--- config.mk ---
export PLATFORM = sky130hd
export DESIGN_NAME = breakout_to_host_ser
export DESIGN_NICKNAME = d
export VERILOG_FILES = /design/src/rtl/breakout_to_host_ser.sv
export SDC_FILE = /design/constraint.sdc
export NUM_CORES = 1
export LEC_CHECK = 0
export CORE_AREA = 3 3 92 94
export DETAILED_ROUTE_END_ITERATION = 7
export DIE_AREA = 0 0 95 97
export PLACE_DENSITY_LB_ADDON = 0.08
export SYNTH_ARGS = -nofsm -noshare
export SYNTH_HDL_FRONTEND = slang
export SYNTH_SLANG_ARGS = --single-unit
export TNS_END_PERCENT = 100
--- constraint.sdc ---
create_clock -name i_clk -period 4.3 [get_ports i_clk]
set_clock_uncertainty 0.05 [all_clocks]
set_input_delay 0.86 -clock i_clk [delete_from_list [all_inputs] [get_ports i_clk]]
set_output_delay 0.86 -clock i_clk [all_outputs]
set_load 0.02 [all_outputs]
--- src/rtl/breakout_to_host_ser.sv ---
// Serialises synchronised port/button/link-power status as framed, parity-protected beats over a forwarded clock.
// Frames run back to back in continuous mode; in on-change mode they are sent on payload change or heartbeat.
module breakout_to_host_ser #(
  parameter int PORT_W    = 8,
  parameter int BUTTON_W  = 8,
  parameter int LINK_W    = 4,
  parameter int LANES     = 2,
  parameter int CLK_DIV   = 4,
  parameter int GAP       = 2,
  parameter int HEARTBEAT = 1024
) (
  input  logic                i_clk,
  input  logic                i_reset_n,
  input  logic [PORT_W-1:0]   i_port,
  input  logic [BUTTON_W-1:0] i_button,
  input  logic [LINK_W-1:0]   i_link_pow,
  input  logic                i_mode,
  output logic                o_clk,
  output logic [LANES-1:0]    o_q,
  output logic                o_sent
);

  localparam int PW    = PORT_W + BUTTON_W + LINK_W;
  localparam int BEATS = (PW + LANES - 1) / LANES;
  localparam int SW    = BEATS * LANES;
  localparam int DW    = $clog2(2 * CLK_DIV);
  localparam int BW    = $clog2(BEATS + 1);
  localparam int GW    = $clog2(GAP + 1);
  localparam int HW    = $clog2(HEARTBEAT + 1);

  localparam logic [DW-1:0] DIV_LAST = DW'(2 * CLK_DIV - 1);
  localparam logic [DW-1:0] DIV_MID  = DW'(CLK_DIV - 1);
  localparam logic [BW-1:0] BEATS_L  = BW'(BEATS);
  localparam logic [GW-1:0] GAP_L    = GW'(GAP);
  localparam logic [HW-1:0] HB_MAX   = HW'(HEARTBEAT);

  localparam logic [2:0] S_IDLE   = 3'd0;
  localparam logic [2:0] S_START  = 3'd1;
  localparam logic [2:0] S_DATA   = 3'd2;
  localparam logic [2:0] S_PARITY = 3'd3;
  localparam logic [2:0] S_GAP    = 3'd4;

  logic [PW-1:0]    sync1_q, sync2_q;
  logic [1:0]       warm_q;
  logic [DW-1:0]    div_q;
  logic             clk_q;
  logic [2:0]       state_q, state_d;
  logic [BW-1:0]    beat_q, beat_d;
  logic [GW-1:0]    gap_q, gap_d;
  logic [HW-1:0]    hb_q, hb_d, hb_inc;
  logic [SW-1:0]    shift_q, shift_d;
  logic [LANES-1:0] par_q, par_d;
  logic [LANES-1:0] q_q, q_d;
  logic [PW-1:0]    last_q, last_d;
  logic             force_q, force_d;
  logic             sent_q, sent_d;
  logic             tick, rise, sync_ok, changed, hb_due, due;

  always_ff @(posedge i_clk or negedge i_reset_n) begin
    if (!i_reset_n) begin
      sync1_q <= '0;
      sync2_q <= '0;
      warm_q  <= 2'd0;
    end else begin
      sync1_q <= {i_link_pow, i_button, i_port};
      sync2_q <= sync1_q;
      if (warm_q != 2'd2) warm_q <= warm_q + 2'd1;
    end
  end

  // Beat boundary is the falling edge of o_clk: data launches there and is sampled on the rise.
  assign tick = (div_q == DIV_LAST);
  assign rise = (div_q == DIV_MID);

  always_ff @(posedge i_clk or negedge i_reset_n) begin
    if (!i_reset_n) begin
      div_q <= '0;
      clk_q <= 1'b0;
    end else begin
      div_q <= tick ? '0 : div_q + DW'(1);
      if (tick)      clk_q <= 1'b0;
      else if (rise) clk_q <= 1'b1;
    end
  end

  assign sync_ok = (warm_q == 2'd2);
  assign changed = (sync2_q != last_q);
  assign hb_inc  = (hb_q == HB_MAX) ? hb_q : hb_q + HW'(1);
  assign hb_due  = (state_q == S_IDLE) && (hb_inc == HB_MAX);
  assign due     = sync_ok && (force_q || !i_mode || changed || hb_due);

  always_comb begin
    state_d = state_q;
    beat_d  = beat_q;
    gap_d   = gap_q;
    hb_d    = hb_q;
    shift_d = shift_q;
    par_d   = par_q;
    q_d     = q_q;
    last_d  = last_q;
    force_d = force_q;
    sent_d  = 1'b0;
    if (tick) begin
      case (state_q)
        S_IDLE: begin
          if (due) begin
            state_d = S_START;
            q_d     = '0;
            shift_d = SW'(sync2_q);
            last_d  = sync2_q;
            par_d   = '0;
            hb_d    = '0;
            force_d = 1'b0;
          end else begin
            hb_d = hb_inc;
          end
        end
        S_START: begin
          state_d = S_DATA;
          q_d     = shift_q[LANES-1:0];
          par_d   = par_q ^ shift_q[LANES-1:0];
          shift_d = shift_q >> LANES;
          beat_d  = BW'(1);
        end
        S_DATA: begin
          if (beat_q == BEATS_L) begin
            state_d = S_PARITY;
            q_d     = par_q;
          end else begin
            q_d     = shift_q[LANES-1:0];
            par_d   = par_q ^ shift_q[LANES-1:0];
            shift_d = shift_q >> LANES;
            beat_d  = beat_q + BW'(1);
          end
        end
        S_PARITY: begin
          state_d = S_GAP;
          q_d     = '1;
          sent_d  = 1'b1;
          gap_d   = GW'(1);
        end
        S_GAP: begin
          if (gap_q != GAP_L) begin
            gap_d = gap_q + GW'(1);
          end else if (due) begin
            // Back-to-back start: continuous mode spends no beats in IDLE.
            state_d = S_START;
            q_d     = '0;
            shift_d = SW'(sync2_q);
            last_d  = sync2_q;
            par_d   = '0;
            hb_d    = '0;
            force_d = 1'b0;
          end else begin
            state_d = S_IDLE;
          end
        end
        default: begin
          state_d = S_IDLE;
          q_d     = '1;
        end
      endcase
    end
  end

  always_ff @(posedge i_clk or negedge i_reset_n) begin
    if (!i_reset_n) begin
      state_q <= S_IDLE;
      beat_q  <= '0;
      gap_q   <= '0;
      hb_q    <= '0;
      shift_q <= '0;
      par_q   <= '0;
      q_q     <= '1;
      last_q  <= '1;
      force_q <= 1'b1;
      sent_q  <= 1'b0;
    end else begin
      state_q <= state_d;
      beat_q  <= beat_d;
      gap_q   <= gap_d;
      hb_q    <= hb_d;
      shift_q <= shift_d;
      par_q   <= par_d;
      q_q     <= q_d;
      last_q  <= last_d;
      force_q <= force_d;
      sent_q  <= sent_d;
    end
  end

  assign o_clk  = clk_q;
  assign o_q    = q_q;
  assign o_sent = sent_q;

endmodule

==> results of run 1 <==
-- area by class of cell --
| class | count | area, sq um |
|---|---|---|
| Sequential cell | 112 | 2831 |
| Fill cell | 550 | 2261 |
| Multi-Input combinational cell | 245 | 1957 |
| Timing Repair Buffer | 32 | 302.8 |
| Clock buffer | 10 | 127.6 |
| Tap cell | 102 | 127.6 |
| Clock inverter | 6 | 60.06 |
| Inverter | 16 | 60.06 |
-- kinds of logic after synthesis --
group | synth area share [%]
mux | 13.23
compound gates | 10.28
fa+ha+maj | 2.031
simple gates | 9.901
buf+inv | 2.843
xor+xnor | 4.265
flops | 57.45
-- stage by stage --
step,area [sq um],worst slack [ns],power (W),hold slack [ns],util (%)
detailed placement,5279,1.100,0.001155,0.2847,68.31
CTS,5466,1.097,0.001760,0.3003,70.74
global placement,5279,1.196,0.001154,0.2819,68.31
finish,5466,1.085,0.001733,0.2959,70.74
global route,5466,0.8610,0.001809,0.3097,70.74
floorplan,4928,1.406,0.001108,0.2812,-
-- registers in the layout, summed over array words and instances (netlist names) --
register,flops
sync2_q,20
warm_q,2
force_q,1
gap_q,2
o_sent,1
sync1_q,20
shift_q,20
last_q,20
o_clk,1
o_q,2
par_q,2
hb_q,11
state_q,3
beat_q,4
div_q,3
-- cell usage after synthesis (all sizes together), types with 5 or more instances --
| cell type | instances |
|---|---|
| dfstp | 23 |
| mux2 | 57 |
| ha | 8 |
| dfrtp | 89 |
| nand4 | 5 |
| nor2 | 16 |
| o21ai | 19 |
| nor4 | 7 |
| nand3 | 7 |
| clkbuf | 9 |
| nor2b | 6 |
| nand2 | 13 |
| xor2 | 20 |
| a22o | 6 |
| inv | 15 |
| a21oi | 9 |
| nor3 | 6 |
| and3 | 5 |
| buf | 6 |
-- how the worst max path moves through the flow --
stage,startpoint,slack (ns),end
detailed placement,state_q[1],1.10,shift_q[0]
finish,state_q[1],1.08,shift_q[0]
global placement,state_q[1],1.20,shift_q[1]
CTS,state_q[1],1.10,shift_q[0]
floorplan,hb_q[0],1.41,shift_q[10]
global route,state_q[1],0.86,shift_q[1]
-- report_power, final --
part / switching (W) / total [W] / internal [W]
clock: 0.000372 / 0.000601 / 0.000229
sequential: 0.0000114 / 0.00108 / 0.00107
combinational: 0.0000256 / 0.0000485 / 0.0000229
total: 0.000409 / 0.00173 / 0.00132
-- metal layers --
layer / up-vias / GRT usage [%] / part of all wire (%)
met2: 70 / 33.84 / 53
li1: 1459 / - / -
met5: - / 0 / 0
met1: 1559 / 27.08 / 43
met4: 0 / 3.663 / 0.35
met3: 4 / 4.821 / 4.2
==> results.md, run 1 <==
- Ys Warns: 0
- Max clock buf depth: 2
- WP buf/inv: 1
- Max Clk Rate: 311.0 MHz
- Cell Rows: 32
- Final Setup Violations: 0
- Synth-to-layout area growth: 10.92%
- Hold Crit Start: sync1_q[6]
- Levels on crit path: 8
- DRT antenna net count: 0
- RSZ-0062 raised after global routing: false
- Synth top area cells: dfrtp_1 45%, dfstp_2 12%, mux2_2 9.4%
- Share of cells above drive strength 1: 22.09%
- Nets: 447
- Die width: 95 um
- Required @ worst endpoint: 4.50 ns
- DRC: 0
- Commonest non-fill, non-tap cell in the layout: dfrtp_1
- Vias per inst: 5.912
- Hold buffers post-CTS: 0
- Resized Gates After CTS: 0
- Number of synthesized flops with an enable pin: 0
- Clock Latency Late Sink: 0.37 ns
- Post-Syn Area: 0.004928 sq mm
- # IOs: 27
- Critical-path top delay cell: dfrtp_1
- Commonest cells after routing, fill and taps aside: 89 x dfrtp_1, 41 x mux2_2, 25 x clkdlybuf4s50_1, 23 x dfstp_2, 20 x xor2_1
- Delay of the slowest cell on the worst path: 0.57 ns
- Initial antenna violation count: 0
- Syn_nets: 419
- Global-route wire length before repair: 14810 um
- Worst hold path endpoint: sync2_q[6]
- Synth Instances: 388
- Largest net degree at the start of global routing: 91
- Worst rel slew slack: 28.98%
- Inst Count DP: 507
- CP Launch Type: flip-flop
- Worst slew pin tran: 1.065 ns
- Kind of cell adding the most delay to the critical path: compound AO/OA/AOI/OAI gates
- Antenna diodes: 0
- PortBufs: 26
- Number of global-route vias before repair: 3169
- Tightest Hold Check Type: flip-flop to flip-flop
- Hold Vio Cnt, Final: 0
- Wire per inst: 16.56 um
- Root Driver: clkbuf_8
- Min cycle time layout: 3.215 ns
- Die Ht: 97 um
- CP max FO: 22
- DR vias: 3092
- Setup crit end kind: flip-flop
- Setup tns final: 0 ns
- Power Density: 317.1 mW/mm^2
- R2r startpoint: state_q[1]
- Async set-reset flop share out of synthesis: 100.0%
- Post-CTS Setup Repair Bufs: 0
- Hold Path Depth: 0
- CTS tree: yes
- DP HPWL: 6005 um
- Clock sink count: 112
- Syn avg cell area: 12.70 sq um
- Synth top area share: 45.19%
- Starting Density: 63.78%
- Worst path cell trace: nor2_1, o2111ai_1, a221o_1, a2111oi_4, nor2_2, a211oi_4, buf_4, mux2_2
- Worst flop-to-flop path endpoint: shift_q[0]
- R2R Setup Slk: 1.08 ns
- Total gr overflow: 0
- CP Class: flip-flop to flip-flop
- Yosys reg bits: 112
- WP data arrival: 3.42 ns
- CTS buffer count: 9
- Leakage: 2.444 nW
- Synth cell types: 55
- Worst Reg2Reg Path Length in Cells: 8
- Post-synth top flop: dfrtp_1
- Max-Cap Viols: 0
- TritonRoute pass-1 iters: 5
- Non-Filler Instances: 523
- Reg clk slew, reported paths: 0.11 ns
- Die area: 0.009215 sq mm
- Final critical-path share of the clock period: 74.78%
- Core area: 0.007727 sq mm
- DRT iter0 DRCs: 157
- GPL Wtd Cong: 0.9036
- All-Layer GR Usage: 20.23%
- H-tree levels: 3
- Max rail drop VDD: 343.6 uV
- Sequential share of the synthesized area: 57.45%
- Max-slew violations: 0
- Cell taking the most area after synthesis: dfrtp_1
- Status: completed
- Total routed wirelength: 8661 um
Power figures use the tool's default switching activity.
==> inputs of run 2 (changes only) <==
- CORE_AREA: 3 3 92 94 -> 3 3 100 102
- DIE_AREA: 0 0 95 97 -> 0 0 103 105
- clock period: 4.3 -> 2.9 ns (I/O delays scaled with it)
==> results.md, run 2 (synthesis gave the netlist of run 1 again) <==
- Antenna diodes: 0 (unchanged)
- Starting Density: 53.59% (-10 points)
- H-tree levels: 3 (unchanged)
- Max-slew violations: 0 (unchanged)
- Status: completed
- DRT antenna net count: 0 (unchanged)
- Leakage: 2.618 nW (+7.1%)
- Clk pwr share: 35.0% (+0.3 points)
- Total gr overflow: 0 (unchanged)
- CP Class: flip-flop to flip-flop
- TritonRoute pass-1 iters: 4 (-1)
- Dpl ws: -0.1285 ns (-1.228 ns)
- Max clock buf depth: 2 (unchanged)
- Sw power: 0.0006204 W (+52%)
- CTS tree: yes
- Max-Cap Viols: 0 (unchanged)
- Root Driver: clkbuf_8
- FILL cells: 720 (+31%)
- PortBufs: 26 (unchanged)
- GPL Wtd Cong: 0.8237 (-8.8%)
- Commonest non-fill, non-tap cell in the layout: dfrtp_1
- Power Density: 439.2 mW/mm^2 (+39%)
- CP max FO: 5 (-77%)
- Hold buffers post-CTS: 0 (unchanged)
- Die width: 103 um (+8.4%)
- Wire per inst: 16.43 um (-0.76%)
- Inst Count DP: 531 (+4.7%)
- DP HPWL: 6109 um (+1.7%)
- Internal: 0.001966 W (+48%)
- Share of cells above drive strength 1: 31.77% (+9.7 points)
- Logic pwr share: 2.8% (about the same)
- CP Launch Type: flip-flop
- Tightest Hold Check Type: primary input to asynchronous set/reset pin
- Required @ worst endpoint: 3.11 ns (-1.39 ns)
- All-Layer GR Usage: 18.18% (-2.0 points)
- DR vias: 3120 (+0.91%)
- DRC: 0 (unchanged)
- Clock sink count: 112 (unchanged)
- Nets: 473 (+5.8%)
- Core area: 0.009196 sq mm (+19%)
- Final worst slack: 0.0009854 ns (-1.084 ns)
- Setup crit end kind: flip-flop
- Fin util: 64.04% (-6.7 points)
- Reg clk slew, reported paths: 0.11 ns (about the same)
- Worst rel slew slack: 63.63% (+35 points)
- Final Setup Violations: 0 (unchanged)
- CTS buffer count: 9 (unchanged)
- Largest net degree at the start of global routing: 82 (-9.9%)
- WP data arrival: 3.11 ns (-0.31 ns)
- Sw frac: 23.98% (+0.41 points)
- Die area: 0.01082 sq mm (+17%)
- RSZ-0062 raised after global routing: true
- Global-route wire length before repair: 15460 um (+4.3%)
- Non-Filler Instances: 558 (+6.7%)
- Total routed wirelength: 9170 um (+5.9%)
- DRT iter0 DRCs: 98 (-38%)
- Seq pwr share: 62.2% (-0.3 points)
- # IOs: 27 (unchanged)
- Initial antenna violation count: 0 (unchanged)
- Worst slew pin tran: 0.5398 ns (-0.5255 ns)
- Cell Rows: 35 (+9.4%)
- Hold Vio Cnt, Final: 0 (unchanged)
- Max Clk Rate: 344.9 MHz (+11%)
- Number of global-route vias before repair: 3239 (+2.2%)
- Commonest cells after routing, fill and taps aside: 86 x dfrtp_1, 39 x mux2_2, 25 x clkdlybuf4s50_1, 25 x buf_4, 23 x dfstp_2
- Die Ht: 105 um (+8.2%)
- Min cycle time layout: 2.899 ns (-0.3164 ns)
- Max rail drop VDD: 274.4 uV (-20%)
- Clock Latency Late Sink: 0.37 ns (about the same)
- Final critical-path share of the clock period: 99.97% (+25 points)
- Synth-to-layout area growth: 19.50%
- Vias per inst: 5.591 (-5.4%)
-- run 2: cell count changes in the layout (fill, tap and decap cells not counted), sizes merged --
cell,change
clkinv,+1
buf,+26
clkbuf,-1
-- run 2: cell type report --
class	instances	area [sq um]	area share, %
Inverter	16	60.06	1.020
Multi-Input combinational cell	245	2068	35.12
Sequential cell	112	2835	48.14
Tap cell	111	138.9	2.358
Clock buffer	9	123.9	2.103
Timing Repair Buffer	58	595.6	10.11
Clock inverter	7	67.56	1.147
-- run 2: layer usage --
metal / global-route usage, % / vias up / wire, um
met5: 0 / - / 0
met1: 24.09 / 1565 / 4145
met2: 30.02 / 39 / 4685
met4: 4.070 / 0 / 79
li1: - / 1505 / -
met3: 4.539 / 11 / 259
-- run 2: critical path, stage by stage (launching register included) --
cell and delay [ns]:
dfrtp_2 0.48, ha_4 0.20, a2111o_1 0.40, o21ai_0 0.10, a31oi_2 0.15, a2111oi_4 0.40, nor2_2 0.09, a211oi_4 0.22
buf_6 0.17, buf_12 0.11, buf_16 0.11, mux2_1 0.31
-- run 2: power groups by stage --
stage | Clock (W) | Sequential [W] | Combinational, W
after floorplan | 0 | 0.00163 | 0.0000102
after global placement | 0 | 0.00164 | 0.0000772
after detailed placement | 0 | 0.00164 | 0.0000780
after CTS | 0.000949 | 0.00161 | 0.0000780
after global routing | 0.00101 | 0.00161 | 0.0000838
final | 0.000905 | 0.00161 | 0.0000737
-- run 2: what timing repair did --
item,CTS,global route
pin swaps,2,1
resized for setup,10,19
endpoints found under the setup margin,38,40
buffers inserted,8,1
gates cloned,2,0
hold endpoints to repair,0,0
-- run 2: final timing paths --
check	startpoint	end	slack (ns)	cells after the start
max in group asynchronous	i_reset_n	last_q[9]	1.92	2
max	hb_q[0]	shift_q[15]	0.001	11
min in group i_clk	sync1_q[14]	sync2_q[14]	0.30	0
min	i_reset_n	hb_q[10]	0.09	1
min reg2reg	sync1_q[14]	sync2_q[14]	0.30	0
max reg2reg	hb_q[0]	shift_q[15]	0.001	11
-- run 2: per-stage QoR --
step	area [sq um]	setup TNS, ns	hold WS, ns	power (W)
4_1_cts	5791	-0.2390	0.09368	0.002635
6_report	5889	0	0.08760	0.002587
5_1_grt	5889	-1.168	0.1029	0.002708
3_3_place_gp	5440	-0.9826	0.2838	0.001714
3_5_place_dp	5440	-3.913	0.2847	0.001716
2_1_floorplan	4928	0	0.2344	0.001642
